===== src/rtl/seven_seg_scan.sv =====
// Purpose : scans a multiplexed common-anode 7-segment display, one digit per refresh tick.
// Latency : outputs registered; a digit lights BLANK_CYC+1 clocks after the tick that selects it.
// Backpr. : none; tick is a free-running strobe, dropped while enable=0.
//
// Ports:
//   clk, rst_n      clock, asynchronous active-low reset
//   tick            one-cycle refresh-counter wrap pulse, advances the scan
//   enable          0 = display dark and scan frozen
//   value, dp_in    hex nibble / decimal-point request per digit (nibble i -> digit i)
//   an, seg, dp     active-low anode selects, {g,f,e,d,c,b,a} segments, decimal point
//   frame_start     one-cycle pulse when the scan returns to digit 0
module seven_seg_scan #(
  parameter int NUM_DIGITS = 4,
  parameter int BLANK_CYC  = 16,
  parameter bit LZ_BLANK   = 1'b1
) (
  input  logic                    clk,
  input  logic                    rst_n,
  input  logic                    tick,
  input  logic                    enable,
  input  logic [4*NUM_DIGITS-1:0] value,
  input  logic [NUM_DIGITS-1:0]   dp_in,
  output logic [NUM_DIGITS-1:0]   an,
  output logic [6:0]              seg,
  output logic                    dp,
  output logic                    frame_start
);

  localparam int               IDX_W      = $clog2(NUM_DIGITS);
  localparam logic [IDX_W-1:0] IDX_LAST   = IDX_W'(NUM_DIGITS - 1);
  localparam logic [7:0]       BLANK_LOAD = 8'(BLANK_CYC);

  typedef enum logic {
    ST_BLANK = 1'b0,
    ST_DRIVE = 1'b1
  } state_t;

  // Active-high {g,f,e,d,c,b,a} hex font; inverted at the pins.
  function automatic logic [6:0] hex_decode(input logic [3:0] nib);
    logic [6:0] pat;
    case (nib)
      4'h0: pat = 7'h3F;
      4'h1: pat = 7'h06;
      4'h2: pat = 7'h5B;
      4'h3: pat = 7'h4F;
      4'h4: pat = 7'h66;
      4'h5: pat = 7'h6D;
      4'h6: pat = 7'h7D;
      4'h7: pat = 7'h07;
      4'h8: pat = 7'h7F;
      4'h9: pat = 7'h6F;
      4'hA: pat = 7'h77;
      4'hB: pat = 7'h7C;
      4'hC: pat = 7'h39;
      4'hD: pat = 7'h5E;
      4'hE: pat = 7'h79;
      default: pat = 7'h71;
    endcase
    return pat;
  endfunction

  // State
  state_t                  r_state;
  logic [IDX_W-1:0]        r_idx;
  logic [7:0]              r_blank_cnt;
  logic [4*NUM_DIGITS-1:0] r_snap;
  logic [NUM_DIGITS-1:0]   r_snap_dp;
  // Cleared by reset so the display stays dark until the scan has been
  // started by a tick (the reset snapshot is not real data).
  logic                    r_armed;
  logic [NUM_DIGITS-1:0]   r_an;
  logic [6:0]              r_seg;
  logic                    r_dp;
  logic                    r_frame_start;

  // Next-state values
  state_t                  w_state_nxt;
  logic [IDX_W-1:0]        w_idx_nxt;
  logic [7:0]              w_blank_cnt_nxt;
  logic [4*NUM_DIGITS-1:0] w_snap_nxt;
  logic [NUM_DIGITS-1:0]   w_snap_dp_nxt;
  logic                    w_armed_nxt;
  logic                    w_frame_start_nxt;
  logic [NUM_DIGITS-1:0]   w_an_nxt;
  logic [6:0]              w_seg_nxt;
  logic                    w_dp_nxt;

  // Output decode helpers
  logic [3:0]              w_nib;
  logic                    w_nib_dp;
  logic [IDX_W-1:0]        w_top;
  logic                    w_lz_dark;

  // Scan control. A tick wins over everything except enable=0; the blank
  // counter keeps draining while disabled so re-enable can light the
  // current digit as soon as the counter is empty.
  always_comb begin
    w_state_nxt       = r_state;
    w_idx_nxt         = r_idx;
    w_blank_cnt_nxt   = (r_blank_cnt != 8'd0) ? (r_blank_cnt - 8'd1) : r_blank_cnt;
    w_snap_nxt        = r_snap;
    w_snap_dp_nxt     = r_snap_dp;
    w_armed_nxt       = r_armed;
    w_frame_start_nxt = 1'b0;

    if (!enable) begin
      w_state_nxt = ST_BLANK;
    end else if (tick) begin
      w_idx_nxt       = (r_idx == IDX_LAST) ? '0 : (r_idx + IDX_W'(1));
      w_state_nxt     = ST_BLANK;
      w_blank_cnt_nxt = BLANK_LOAD;
      w_armed_nxt     = 1'b1;
      // Frame boundary: freeze the data for the whole next frame.
      if (r_idx == IDX_LAST) begin
        w_snap_nxt        = value;
        w_snap_dp_nxt     = dp_in;
        w_frame_start_nxt = 1'b1;
      end
    end else if (r_state == ST_BLANK && r_blank_cnt == 8'd0 && r_armed) begin
      w_state_nxt = ST_DRIVE;
    end
  end

  // Output patterns are computed from the next state so that an/seg/dp
  // change on the same edge as the state register.
  always_comb begin
    w_nib    = 4'h0;
    w_nib_dp = 1'b0;
    w_top    = '0;
    for (int i = 0; i < NUM_DIGITS; i++) begin
      if (w_snap_nxt[4*i +: 4] != 4'h0) begin
        w_top = IDX_W'(i);
      end
      if (w_idx_nxt == IDX_W'(i)) begin
        w_nib    = w_snap_nxt[4*i +: 4];
        w_nib_dp = w_snap_dp_nxt[i];
      end
    end
    // Digits above the most significant nonzero nibble are dark; digit 0
    // always shows because w_top never goes below 0.
    w_lz_dark = LZ_BLANK && (w_idx_nxt > w_top);

    w_an_nxt  = '1;
    w_seg_nxt = 7'h7F;
    w_dp_nxt  = 1'b1;
    if (w_state_nxt == ST_DRIVE && !w_lz_dark) begin
      for (int i = 0; i < NUM_DIGITS; i++) begin
        if (w_idx_nxt == IDX_W'(i)) begin
          w_an_nxt[i] = 1'b0;
        end
      end
      w_seg_nxt = ~hex_decode(w_nib);
      w_dp_nxt  = ~w_nib_dp;
    end
  end

  always_ff @(posedge clk or negedge rst_n) begin
    if (!rst_n) begin
      r_state       <= ST_BLANK;
      r_idx         <= '0;
      r_blank_cnt   <= 8'd0;
      r_snap        <= '0;
      r_snap_dp     <= '0;
      r_armed       <= 1'b0;
      r_an          <= '1;
      r_seg         <= 7'h7F;
      r_dp          <= 1'b1;
      r_frame_start <= 1'b0;
    end else begin
      r_state       <= w_state_nxt;
      r_idx         <= w_idx_nxt;
      r_blank_cnt   <= w_blank_cnt_nxt;
      r_snap        <= w_snap_nxt;
      r_snap_dp     <= w_snap_dp_nxt;
      r_armed       <= w_armed_nxt;
      r_an          <= w_an_nxt;
      r_seg         <= w_seg_nxt;
      r_dp          <= w_dp_nxt;
      r_frame_start <= w_frame_start_nxt;
    end
  end

  assign an          = r_an;
  assign seg         = r_seg;
  assign dp          = r_dp;
  assign frame_start = r_frame_start;

endmodule


===== config.mk =====
export PLATFORM = sky130hd
export DESIGN_NAME = seven_seg_scan
export DESIGN_NICKNAME = d
export VERILOG_FILES = /design/src/rtl/seven_seg_scan.sv
export SDC_FILE = /design/constraint.sdc
export NUM_CORES = 1
export LEC_CHECK = 0
export BUFFER_PORTS_ARGS = -buffer_cell sky130_fd_sc_hd__buf_2
export CAP_MARGIN = 25
export CORE_ASPECT_RATIO = 1.25
export CORE_MARGIN = 8
export CORE_UTILIZATION = 45
export DETAILED_ROUTE_END_ITERATION = 8
export PLACE_DENSITY_LB_ADDON = 0.25
export SLEW_MARGIN = 20
export SYNTH_ARGS = -nofsm -noshare
export SYNTH_HDL_FRONTEND = slang
export SYNTH_SLANG_ARGS = --single-unit
export TNS_END_PERCENT = 1

===== constraint.sdc =====
create_clock -name clk -period 3.85 [get_ports clk]
set_input_delay 1.155 -clock clk [delete_from_list [all_inputs] [get_ports clk]]
set_output_delay 1.155 -clock clk [all_outputs]
set_load 0.02 [all_outputs]

==> results.json <==
{
  "outcome": "complete, no violations",
  "synth_edf_count": 0,
  "worst_slack_ps": 399,
  "p_leak_uw": 0.00128,
  "seq_area_um2": 1140,
  "synth_nets": 246,
  "grt_pass1_vias": 1829,
  "hold_path_end": "r_armed$_DFFE_PN0P_",
  "path_class": "primary input to flop",
  "wl_met2_um": 2720,
  "synth.distinct_cells": 57,
  "synth_seq_area_share_pct": 46.9,
  "wl_met1_um": 2160,
  "port_buffers": 36,
  "instances_no_fill": 324,
  "cp_max_fo": 20,
  "dpl_cell_area_um2": 2710,
  "wl_um": 5130,
  "final.period_utilization_pct": 89.6,
  "worstMarginPinSlew_ps": 567,
  "num_io_pins": 37,
  "r2r-end": "seg[4]$_DFF_PN1_",
  "hold_viol_final": 0,
  "synth_area_um2": 2430,
  "multi_input_area_um2": 1150,
  "fillers": 511,
  "finish.net_count": 294,
  "syn_avg_cell_area_um2": 11.5,
  "path_clk_slew_ps": 80,
  "drt-initial-drc-count": 43,
  "layout-drive-gt1-share_pct": 35.0,
  "peakVddDrop_uv": 373,
  "place_congestion": 0.907,
  "numCtsBuffers": 5,
  "async_reset_ff_share_pct": 100,
  "core_um2": 5330,
  "critPathCaptureType": "flop",
  "worstPathArrival_ps": 3670,
  "die_area_um2": 8040,
  "critical_path_required_ps": 4070,
  "fin_skew_ps": 4.56,
  "first_pass_iters": 4,
  "clock_path_buffers": 2,
  "vias": 1731,
  "start_util_pct": 45.7,
  "ys_ff_latch": 45,
  "pre_cts_slack_ps": 109,
  "ant_nets": 0,
  "ys_dominant_reg_cell": "dfrtp_1",
  "track_usage_pct": 13.8,
  "vias_per_cell": 5.34,
  "grt_pass1_wl_um": 8740,
  "reg2reg_depth": 12,
  "setup_viol_count_final": 0,
  "fmax_ghz": 0.290,
  "drc": 0,
  "wl_per_cell_um": 15.8,
  "synth_cells": 211,
  "final_core_util_pct": 52.9,
  "cts.sinks": 45,
  "grt_overflow": 0,
  "cts_setup_buffers": 0,
  "die_h_um": 98.2,
  "die-width_um": 81.8,
  "synth_top_area_share_pct": 33.9,
  "num_antenna_cells": 0,
  "post-route-min-period_ps": 3450,
  "yosysWarnings": 0,
  "insertion_delay_ps": 290,
  "h-tree-depth": 2,
  "drv_cap": 0,
  "cts_tree": "built",
  "area_delta_synth_final_pct": 15.7,
  "hold_depth": 1,
  "rsz0062_at_grt": "false",
  "yosys-top-cells-area": "dfrtp_1 (34%), dfstp_2 (13%), mux2i_1 (8.2%)",
  "fp-row-count": 30,
  "place_hpwl_um": 3980,
  "min_path_type": "flop to flop",
  "hold_buffers": 0,
  "relSlewSlack_pct": 62.2,
  "fin_area_um2": 2820,
  "r2r_setup_slack_ps": 550,
  "worstHoldStart": "r_armed$_DFFE_PN0P_",
  "dr_wl_met3_um": 169,
  "post_cts_resized": 0,
  "regToRegStartpoint": "r_idx[0]$_DFF_PN0_",
  "antenna_found_initial": 0,
  "dp_cells": 316,
  "cp-start-kind": "primary input",
  "drv_slew": 0,
  "clockRootBuffer": "clkbuf_8",
  "grt_max_degree": 46,
  "setup-tns-final_ps": 0,
  "yosys.area.top_type": "dfrtp_1",
  "highest_layer": "met4",
  "power_density_nw_per_um2": 709
}
## cell type report
class                           instances  area share (%)
Multi-Input combinational cell        138            40.7
Sequential cell                        45            40.5
Clock buffer                            7            3.42
Inverter                               22            2.93
Timing Repair Buffer                   47            9.41
Tap cell                               64            2.84
Clock inverter                          1           0.178
## synth_stat cells (2+ instances only)
library cell,count
buf_6,4
o211ai_1,2
mux2i_1,20
nand4_1,2
nor4_1,2
nor3_1,3
nand3_1,7
nor2_1,12
xnor2_1,5
mux2_2,6
nand2_1,13
nand4b_1,2
dfrtp_1,33
a21oi_1,6
a22oi_2,3
o31ai_1,2
dfstp_2,12
inv_1,22
o22a_1,2
a31oi_1,2
o21ai_0,3
ha_1,11
a211o_1,2
a211oi_2,2
## cells in the final DEF, fill, tap and decap left out, drive strengths merged, types with 2 or more instances in the layout
cell,n
nor2,12
dfrtp,33
o211ai,2
nor3,3
a21boi,2
ha,11
a21oi,6
and2,2
mux2i,20
o31ai,3
clkbuf,7
o22a,2
o21ai,5
dfstp,12
xnor2,5
inv,22
a211o,2
nor4,2
buf,47
nand3,7
nand2,13
mux2,6
nand4,2
nand4b,2
a31oi,2
a211oi,3
a22oi,4
and3,3
## cell families (layout without fill, tap and decap cells)
family          count (synthesis)  after routing  share of synthesized area (%)
xor+xnor                        5              5                           1.80
fa+ha+maj                      11             11                           5.65
compound gates                 42             42                           16.2
flops                          45             45                           46.9
buf+inv                        28             77                           6.01
simple gates                   54             54                           12.5
mux                            26             26                           11.0
## report_power, final
group / internal, uW / switching (uW)
combinational: 411 / 550
clock: 162 / 156
sequential: 634 / 83.8
total: 1210 / 790
## per-stage QoR
stage / power, uW / hold WS [ps]
global route: 2160 / 504
floorplan: 1430 / 434
finish: 2000 / 472
CTS: 2020 / 480
global placement: 1670 / 452
detailed placement: 1690 / 459
## critical path, stage by stage
cell and delay, ps:
buf_2 90, and3_4 390, mux2i_1 360, nand4_1 160
nor2_1 140, ha_1 250, nor2b_1 130, o21ai_0 220
nor4bb_1 310, buf_4 210, o31a_1 130, o211ai_1 100
## per-layer routing
metal / global-route usage [%] / vias to the layer above
met1: 16.3 / 850
met5: 0 / -
met2: 22.7 / 23
li1: - / 849
met4: 5.42 / 0
met3: 3.49 / 9
## flip-flops by register name, summed over array words and instances (netlist names)
| register | count |
|---|---|
| r_blank_cnt | 8 |
| r_armed | 1 |
| dp | 1 |
| an | 4 |
| frame_start | 1 |
| seg | 7 |
| r_snap_dp | 4 |
| r_snap | 16 |
| r_state | 1 |
| r_idx | 2 |
## worst max-delay path by stage
stage | startpoint | endpoint | slack [ps]
floorplan | enable | seg[3]$_DFF_PN1_ | 350
global placement | enable | seg[4]$_DFF_PN1_ | 160
detailed placement | enable | seg[4]$_DFF_PN1_ | 110
CTS | enable | seg[4]$_DFF_PN1_ | 430
global route | enable | seg[3]$_DFF_PN1_ | 120
finish | enable | seg[4]$_DFF_PN1_ | 400
Power figures use the tool's default switching activity.
